$ cat src/rtl/stream_align.sv
// Two-lane stream aligner: each lane is buffered in its own FIFO and the Nth sample
// of lane A is emitted together with the Nth sample of lane B as soon as both exist.
module stream_align #(
  parameter int DATA_WIDTH = 8,
  parameter int FIFO_DEPTH = 16
) (
  input  logic                            clk,
  input  logic                            rst_n,
  input  logic                            clear,
  input  logic [DATA_WIDTH-1:0]           din_a,
  input  logic                            din_a_valid,
  input  logic [DATA_WIDTH-1:0]           din_b,
  input  logic                            din_b_valid,
  output logic [DATA_WIDTH-1:0]           dout_a,
  output logic [DATA_WIDTH-1:0]           dout_b,
  output logic                            dout_valid,
  output logic [$clog2(FIFO_DEPTH)+1:0]   skew,
  output logic                            ovf_a,
  output logic                            ovf_b
);

  localparam int AW = $clog2(FIFO_DEPTH);
  localparam int CW = AW + 1;
  localparam int SW = AW + 2;
  localparam logic [CW-1:0] FULL_CNT = CW'(FIFO_DEPTH);

  logic [DATA_WIDTH-1:0] mem_a_q [FIFO_DEPTH];
  logic [DATA_WIDTH-1:0] mem_b_q [FIFO_DEPTH];

  logic [AW-1:0]         wr_a_q, rd_a_q, wr_b_q, rd_b_q;
  logic [CW-1:0]         cnt_a_q, cnt_b_q, cnt_a_d, cnt_b_d;
  logic [SW-1:0]         skew_q, skew_d;
  logic [DATA_WIDTH-1:0] dout_a_q, dout_b_q;
  logic                  dout_valid_q;
  logic                  ovf_a_q, ovf_b_q;

  logic pop;
  logic full_a, full_b;
  logic wr_a, wr_b;
  logic drop_a, drop_b;

  // A pop frees a slot on the same edge, so a full lane can still accept a write.
  always_comb begin
    pop     = (cnt_a_q != '0) && (cnt_b_q != '0);
    full_a  = (cnt_a_q == FULL_CNT);
    full_b  = (cnt_b_q == FULL_CNT);
    wr_a    = din_a_valid && (!full_a || pop);
    wr_b    = din_b_valid && (!full_b || pop);
    drop_a  = din_a_valid && full_a && !pop;
    drop_b  = din_b_valid && full_b && !pop;
    cnt_a_d = cnt_a_q + CW'(wr_a) - CW'(pop);
    cnt_b_d = cnt_b_q + CW'(wr_b) - CW'(pop);
    skew_d  = SW'(cnt_a_d) - SW'(cnt_b_d);
  end

  // Storage carries no reset; pointers and counts define what is valid.
  always_ff @(posedge clk) begin
    if (!clear && wr_a) mem_a_q[wr_a_q] <= din_a;
    if (!clear && wr_b) mem_b_q[wr_b_q] <= din_b;
  end

  always_ff @(posedge clk or negedge rst_n) begin
    if (!rst_n) begin
      wr_a_q       <= '0;
      rd_a_q       <= '0;
      wr_b_q       <= '0;
      rd_b_q       <= '0;
      cnt_a_q      <= '0;
      cnt_b_q      <= '0;
      skew_q       <= '0;
      dout_a_q     <= '0;
      dout_b_q     <= '0;
      dout_valid_q <= 1'b0;
      ovf_a_q      <= 1'b0;
      ovf_b_q      <= 1'b0;
    end else if (clear) begin
      wr_a_q       <= '0;
      rd_a_q       <= '0;
      wr_b_q       <= '0;
      rd_b_q       <= '0;
      cnt_a_q      <= '0;
      cnt_b_q      <= '0;
      skew_q       <= '0;
      dout_valid_q <= 1'b0;
      ovf_a_q      <= 1'b0;
      ovf_b_q      <= 1'b0;
    end else begin
      if (wr_a) wr_a_q <= wr_a_q + AW'(1);
      if (wr_b) wr_b_q <= wr_b_q + AW'(1);
      if (pop) begin
        rd_a_q   <= rd_a_q + AW'(1);
        rd_b_q   <= rd_b_q + AW'(1);
        dout_a_q <= mem_a_q[rd_a_q];
        dout_b_q <= mem_b_q[rd_b_q];
      end
      cnt_a_q      <= cnt_a_d;
      cnt_b_q      <= cnt_b_d;
      skew_q       <= skew_d;
      dout_valid_q <= pop;
      if (drop_a) ovf_a_q <= 1'b1;
      if (drop_b) ovf_b_q <= 1'b1;
    end
  end

  assign dout_a     = dout_a_q;
  assign dout_b     = dout_b_q;
  assign dout_valid = dout_valid_q;
  assign skew       = skew_q;
  assign ovf_a      = ovf_a_q;
  assign ovf_b      = ovf_b_q;

endmodule

$ cat config.mk
export PLATFORM = sky130hd
export DESIGN_NAME = stream_align
export DESIGN_NICKNAME = d
export VERILOG_FILES = /design/src/rtl/stream_align.sv
export SDC_FILE = /design/constraint.sdc
export NUM_CORES = 1
export LEC_CHECK = 0
export CAP_MARGIN = 40
export CORE_MARGIN = 4
export CORE_UTILIZATION = 45
export DETAILED_ROUTE_END_ITERATION = 6
export GPL_TIMING_DRIVEN = 0
export PLACE_DENSITY = 0.72
export SLEW_MARGIN = 15
export SYNTH_ARGS = -nofsm -noshare
export SYNTH_HDL_FRONTEND = slang
export SYNTH_SLANG_ARGS = --single-unit
$ cat constraint.sdc
create_clock -name clk -period 6.2 [get_ports clk]
set_input_delay 1.24 -clock clk [delete_from_list [all_inputs] [get_ports clk]]
set_output_delay 1.24 -clock clk [all_outputs]
set_load 0.01 [all_outputs]
==> results of run 1 <==
-- worst max-delay path: stages --
cell and delay [ns]:
clkdlybuf4s50_1 0.52, inv_1 0.08, a31oi_2 0.39, inv_1 0.07, o21ai_0 0.21, ha_1 0.21, inv_1 0.05, fa_1 0.52
inv_1 0.09, ha_1 0.29, a21o_1 0.17, a21o_1 0.19, a21o_1 0.18, a211oi_1 0.25
-- registers in the layout, indices dropped and copies added (netlist names) --
name and count:
mem_a_q 128, rd_a_q 4, wr_b_q 4, mem_b_q 128, dout_valid 1, cnt_a_q 5
dout_b 8, ovf_b 1, wr_a_q 4, rd_b_q 4, ovf_a 1, dout_a 8
cnt_b_q 5, skew 6
-- worst max-delay path by stage --
stage,to,depth (start not counted),start
global route,skew[5],14,din_a_valid
floorplan,skew[5],13,din_a_valid
global placement,skew[5],14,din_a_valid
CTS,skew[5],14,din_a_valid
finish,skew[5],14,din_a_valid
detailed placement,skew[5],14,din_a_valid
-- cell usage in the layout, fill, tap and decap left out, types with 3 or more instances in the layout --
master / instances
inv_6: 3
clkbuf_16: 31
o22ai_1: 16
edfxtp_1: 256
buf_4: 13
clkbuf_8: 3
clkinv_1: 3
nand2_1: 16
nand4_1: 4
dfrtp_1: 51
a21oi_1: 7
a221oi_2: 16
clkbuf_1: 13
inv_1: 22
mux2i_1: 18
xnor2_1: 11
ha_1: 25
nand2b_1: 3
buf_1: 4
buf_2: 11
nand3b_1: 3
clkdlybuf4s50_1: 43
fa_1: 3
nor2_1: 81
clkinv_2: 12
xor2_1: 12
mux4_2: 64
or3b_2: 3
nor2b_1: 6
a21o_1: 6
-- cells by family after synthesis --
kind of cell               synth area share [%]
DFF                                        71.6
and+or+nand+nor                            4.77
muxes                                      12.9
buffers and inverters                      2.18
AOI/OAI and AO/OA                          3.96
adders and majority gates                  2.98
xor gates and xnor gates                   1.61
-- report_power, final --
group          leakage, nW  switching (mW)  internal (mW)
registers             2.94          0.0928           2.38
clock network        0.497           0.762          0.999
logic                 1.45           0.901          0.823
-- metal layers --
metal / global-route usage (%) / vias to the layer above / share of wire [%]
met1: 23.3 / 3234 / 43
met4: 3.60 / 2 / 1.6
met2: 26.6 / 177 / 50
met5: 0 / - / 0.053
li1: - / 2806 / -
met3: 2.77 / 31 / 5.6
-- area by class of cell --
class	count	area (um^2)	share of cell area, %
multi-input cells	313	3290	22.8
inverters	22	82.6	0.572
repair buffers	48	468	3.24
plain buffers	35	190	1.32
well taps	372	465	3.22
clock inverters	21	148	1.02
flip-flops and latches	307	8960	62.1
clock buffers	37	828	5.74
==> results.py, run 1 <==
metrics = {
    "run_status": {
        "status": "finished, final reports clean",
    },
    "timing": {
        "fin_crit_ns": 4.01,
        "hold_viol": 0,
        "fin_tns_setup_ns": 0,
        "slew_headroom_pct": 44.1,
        "worstMarginPinSlew_ns": 0.835,
        "finalCritPeriodShare_pct": 64.6,
        "fmax_ghz": 0.250,
        "whs_ns": 0.553,
        "setup_viol": 0,
        "slew_violations": 0,
        "rsz0062_at_grt": "false",
        "clock_skew_ns": 0.0142,
        "fin_ws_ns": 2.19,
    },
    "floorplanning": {
        "die_x_um": 175,
        "dieArea_um2": 30600,
        "boundaryPins": 46,
        "initial_core_util_pct": 46.1,
        "fp.dieH_um": 175,
        "rows": 60,
        "core_um2": 27200,
    },
    "run": {
        "cap_violations": 0,
    },
    "place": {
        "gp_congestion": 0.761,
        "post-place-cells": 1093,
        "place_area_um2": 13400,
        "post-place-ws_ns": 1.64,
        "portBuffers": 44,
        "hpwlAfterDp_mm": 16.0,
    },
    "grt": {
        "grt_first_pass_wirelength_mm": 38.4,
        "grt_pass1_vias": 6483,
        "grt-ovfl-total": 0,
        "track_usage_pct": 16.3,
        "grt_max_degree": 52,
        "antenna_found_initial": 1,
    },
    "synthesis": {
        "synth.top_cells.by_count": "256 x edfxtp_1, 81 x nor2_1, 64 x mux4_2",
        "syn_nets": 726,
        "synth_flop_cell": "edfxtp_1",
        "ys_seq_area_share_pct": 71.6,
        "syn_area_per_cell_um2": 18.5,
        "yosysMostFrequentCell": "edfxtp_1",
        "synth_area_leaders": "edfxtp_1 61%, mux4_2 12%, dfrtp_1 10%, ha_1 2.5%, nor2_1 2.4%",
        "synth_edf_count": 256,
        "synth_seq_cells": 307,
        "synth_top_area_cell": "edfxtp_1",
        "yosysWarnings": 0,
        "yosysUniqueCellTypes": 36,
        "postSynthCellCount": 677,
        "yosysTopAreaCellShare_pct": 61.4,
        "synthArstFlopShare_pct": 16.6,
        "syn_area_um2": 12500,
    },
    "setup_path": {
        "cp.arrival_ns": 4.46,
        "cp_max_fo": 9,
        "path_class": "in -> reg",
        "r2r-start": "cnt_b_q[3]",
        "rr_endpoint": "skew[5]",
        "cp-end-kind": "flop",
        "r2r_slack_ns": 2.47,
        "crit_path_start_kind": "input port",
        "r2r_cells": 15,
        "cp.required_ns": 6.65,
    },
    "clocking": {
        "cts_resized": 0,
        "cts_hold_buffers": 0,
        "htreeDepth": 1,
        "cts_tree": "yes",
        "cts.sinks": 307,
        "insertion_delay_ns": 0.56,
        "cts_buffers": 31,
        "clkTransAtPathRegs_ns": 0.06,
        "post-cts-setup-buffers": 0,
        "cts_root_buf": "clkbuf_16",
        "clock_path_buffers": 3,
    },
    "worst_hold_path": {
        "whs_endpoint": "ovf_b",
        "hp-class": "reg -> reg",
        "hold_start": "ovf_b",
        "whs_path_depth": 2,
    },
    "cells_and_area": {
        "synthToLayoutAreaGrowth_pct": 15.2,
        "drive_gt1_share_pct": 21.5,
        "design_area_um2": 14400,
        "post-route-util_pct": 53.1,
        "fill_cells": 2160,
        "antenna_cells": 0,
        "final_nets": 807,
        "fin_cells": 1155,
    },
    "drt": {
        "drc_errors": 0,
        "drt_iter0_drc": 556,
        "wl_per_cell_um": 21.2,
        "wl_mm": 24.5,
        "avgViaCountPerCell": 5.41,
        "ant_nets": 0,
        "vias": 6250,
        "first_pass_iters": 5,
    },
    "power_and_ir_drop": {
        "p_per_area_nw_per_um2": 413,
        "power_mw": 5.96,
        "power_leakage_nw": 4.89,
        "vdd_drop_max_v": 0.000515,
    },
}
(Power assumes the default switching activity.)
==> run 2, diff against run 1 <==
==> constraint.sdc (replaced) <==
create_clock -name clk -period 4 [get_ports clk]
set_input_delay 0.8 -clock clk [delete_from_list [all_inputs] [get_ports clk]]
set_output_delay 0.8 -clock clk [all_outputs]
set_load 0.01 [all_outputs]
==> results.py, run 2 (synthesized netlist as in run 1, its figures left out) <==
metrics = {
    "drt": {
        "wl_mm": 24.5,
        "wl_per_cell_um": 21.1,
        "wl_met1_mm": 10.6,
        "met2_wirelength_mm": 12.0,
        "route.met3.wl_mm": 1.43,
        "vias": 6218,
        "avgViaCountPerCell": 5.37,
        "first_pass_iters": 5,
        "dr.max_layer_used": "met5",
        "ant_nets": 0,
        "drt_iter0_drc": 485,
        "drc_errors": 0,
    },
    "clocking": {
        "cts.sinks": 307,
        "cts_tree": "yes",
        "clkTransAtPathRegs_ns": 0.06,
        "cts_buffers": 31,
        "clock_path_buffers": 3,
        "insertion_delay_ns": 0.56,
        "cts_root_buf": "clkbuf_16",
        "htreeDepth": 1,
    },
    "setup_path": {
        "cp.arrival_ns": 4.09,
        "path_class": "reg -> reg",
        "crit_path_start_kind": "flop",
        "cp-end-kind": "flop",
        "cp_max_fo": 10,
        "cp.required_ns": 4.45,
    },
    "power_and_ir_drop": {
        "p_per_area_nw_per_um2": 641,
        "p_clk_share_pct": 29.4,
        "power_switching_mw": 2.74,
        "pwr-share-comb_pct": 29.2,
        "sw_frac_of_total_pct": 29.5,
        "p_int_mw": 6.54,
        "power_leakage_nw": 4.91,
        "p_seq_share_pct": 41.4,
        "vdd_drop_max_v": 0.000804,
    },
    "timing": {
        "finalCritPeriodShare_pct": 91.0,
        "slew_violations": 0,
        "fin_crit_ns": 3.64,
        "slew_headroom_pct": 44.5,
        "clock_skew_ns": 0.0178,
        "rsz0062_at_grt": "false",
        "worstMarginPinSlew_ns": 0.829,
        "setup_viol": 0,
        "hold_viol": 0,
        "fmax_ghz": 0.275,
        "whs_ns": 0.287,
    },
    "grt": {
        "grt_max_degree": 52,
        "grt_first_pass_wirelength_mm": 38.4,
        "grt_pass1_vias": 6483,
        "track_usage_pct": 16.3,
        "antenna_found_initial": 1,
        "grt-ovfl-total": 0,
    },
    "run": {
        "cap_violations": 0,
    },
    "cells_and_area": {
        "drive_gt1_share_pct": 21.8,
        "post-route-util_pct": 53.2,
        "synthToLayoutAreaGrowth_pct": 15.5,
        "top_regs": "mem_a_q: 128 flops, mem_b_q: 128 flops",
        "layout_common_cells": "256 x edfxtp_1, 81 x nor2_1, 64 x mux4_2",
        "final_nets": 810,
        "layout_commonest_cell": "edfxtp_1",
        "antenna_cells": 0,
    },
    "floorplanning": {
        "boundaryPins": 46,
        "core_um2": 27200,
        "rows": 60,
        "die_x_um": 175,
        "fp.dieH_um": 175,
        "initial_core_util_pct": 46.1,
        "dieArea_um2": 30600,
    },
    "worst_hold_path": {
        "hp-class": "in -> async",
    },
    "run_status": {
        "status": "finished, final reports clean",
    },
    "place": {
        "gp_congestion": 0.761,
        "hpwlAfterDp_mm": 16.0,
        "portBuffers": 44,
    },
}
==> run 2: cell types whose count changed in the layout (fill, tap and decap cells not counted) <==
cell     previous run  this run
a31oi_2             2         1
a31oi_4             0         1
buf_4              13        16
==> run 2: timing repair <==
action / CTS / global route
setup endpoints to repair: 0 / 2
resized for setup: 0 / 1
hold buffers: 0 / 0
buffers inserted: 0 / 3
==> run 2: critical path, stage by stage (launching register included) <==
cell	delay, ns
dfrtp_1	0.39
inv_1	0.08
ha_1	0.18
nor4b_4	0.32
nor2_1	0.14
buf_2	0.24
o21ai_0	0.24
ha_1	0.21
inv_1	0.05
fa_1	0.52
inv_1	0.09
ha_1	0.29
a21o_1	0.17
a21o_1	0.19
a21o_1	0.18
a211oi_1	0.25
==> run 2: per-layer routing <==
layer | up-vias | global-route usage [%]
li1 | 2811 | -
met1 | 3195 | 23.3
met2 | 178 | 26.6
met3 | 32 | 2.77
met4 | 2 | 3.60
met5 | - | 0
==> run 2: power by group through the flow <==
stage / combinational (mW) / sequential [mW] / clock (mW)
final: 2.71 / 3.84 / 2.73
after global routing: 3.03 / 3.87 / 2.92
after CTS: 2.71 / 3.84 / 2.77
after detailed placement: 2.68 / 3.90 / 0
after global placement: 2.64 / 3.90 / 0
after floorplan: 1.88 / 3.92 / 0
==> run 2: area by class of cell <==
class / instances / area (um^2)
Sequential cell: 307 / 8960
Inverter: 22 / 82.6
Tap cell: 372 / 465
Fill cell: 2154 / 12700
Multi-Input combinational cell: 313 / 3300
Clock buffer: 37 / 828
Buffer: 35 / 190
Timing Repair Buffer: 51 / 490
Clock inverter: 21 / 148
==> run 2: worst paths after layout <==
path,startpoint,end,slack [ns],cells after the start
setup / recovery,cnt_b_q[3],skew[5],0.36,15
hold / removal,rst_n,skew[0],0.29,1
setup reg to reg,cnt_b_q[3],skew[5],0.36,15
hold reg to reg,ovf_b,ovf_b,0.55,2
max in group asynchronous,rst_n,dout_a[1],3.20,1
min in group clk,ovf_b,ovf_b,0.55,2
==> run 2: stage by stage <==
stage / worst slack (ns) / total power, mW / TNS, ns / instances / instance area [um^2]
4_1_cts: 0.239 / 9.32 / 0 / 1151 / 14400
3_5_place_dp: -0.120 / 6.58 / -0.194 / 1093 / 13400
3_3_place_gp: -0.0994 / 6.54 / -0.160 / 1093 / 13400
5_1_grt: 0.0123 / 9.81 / 0 / 1158 / 14500
2_1_floorplan: 0.774 / 5.80 / 0 / 677 / 12500
6_report: 0.359 / 9.28 / 0 / 1158 / 14500
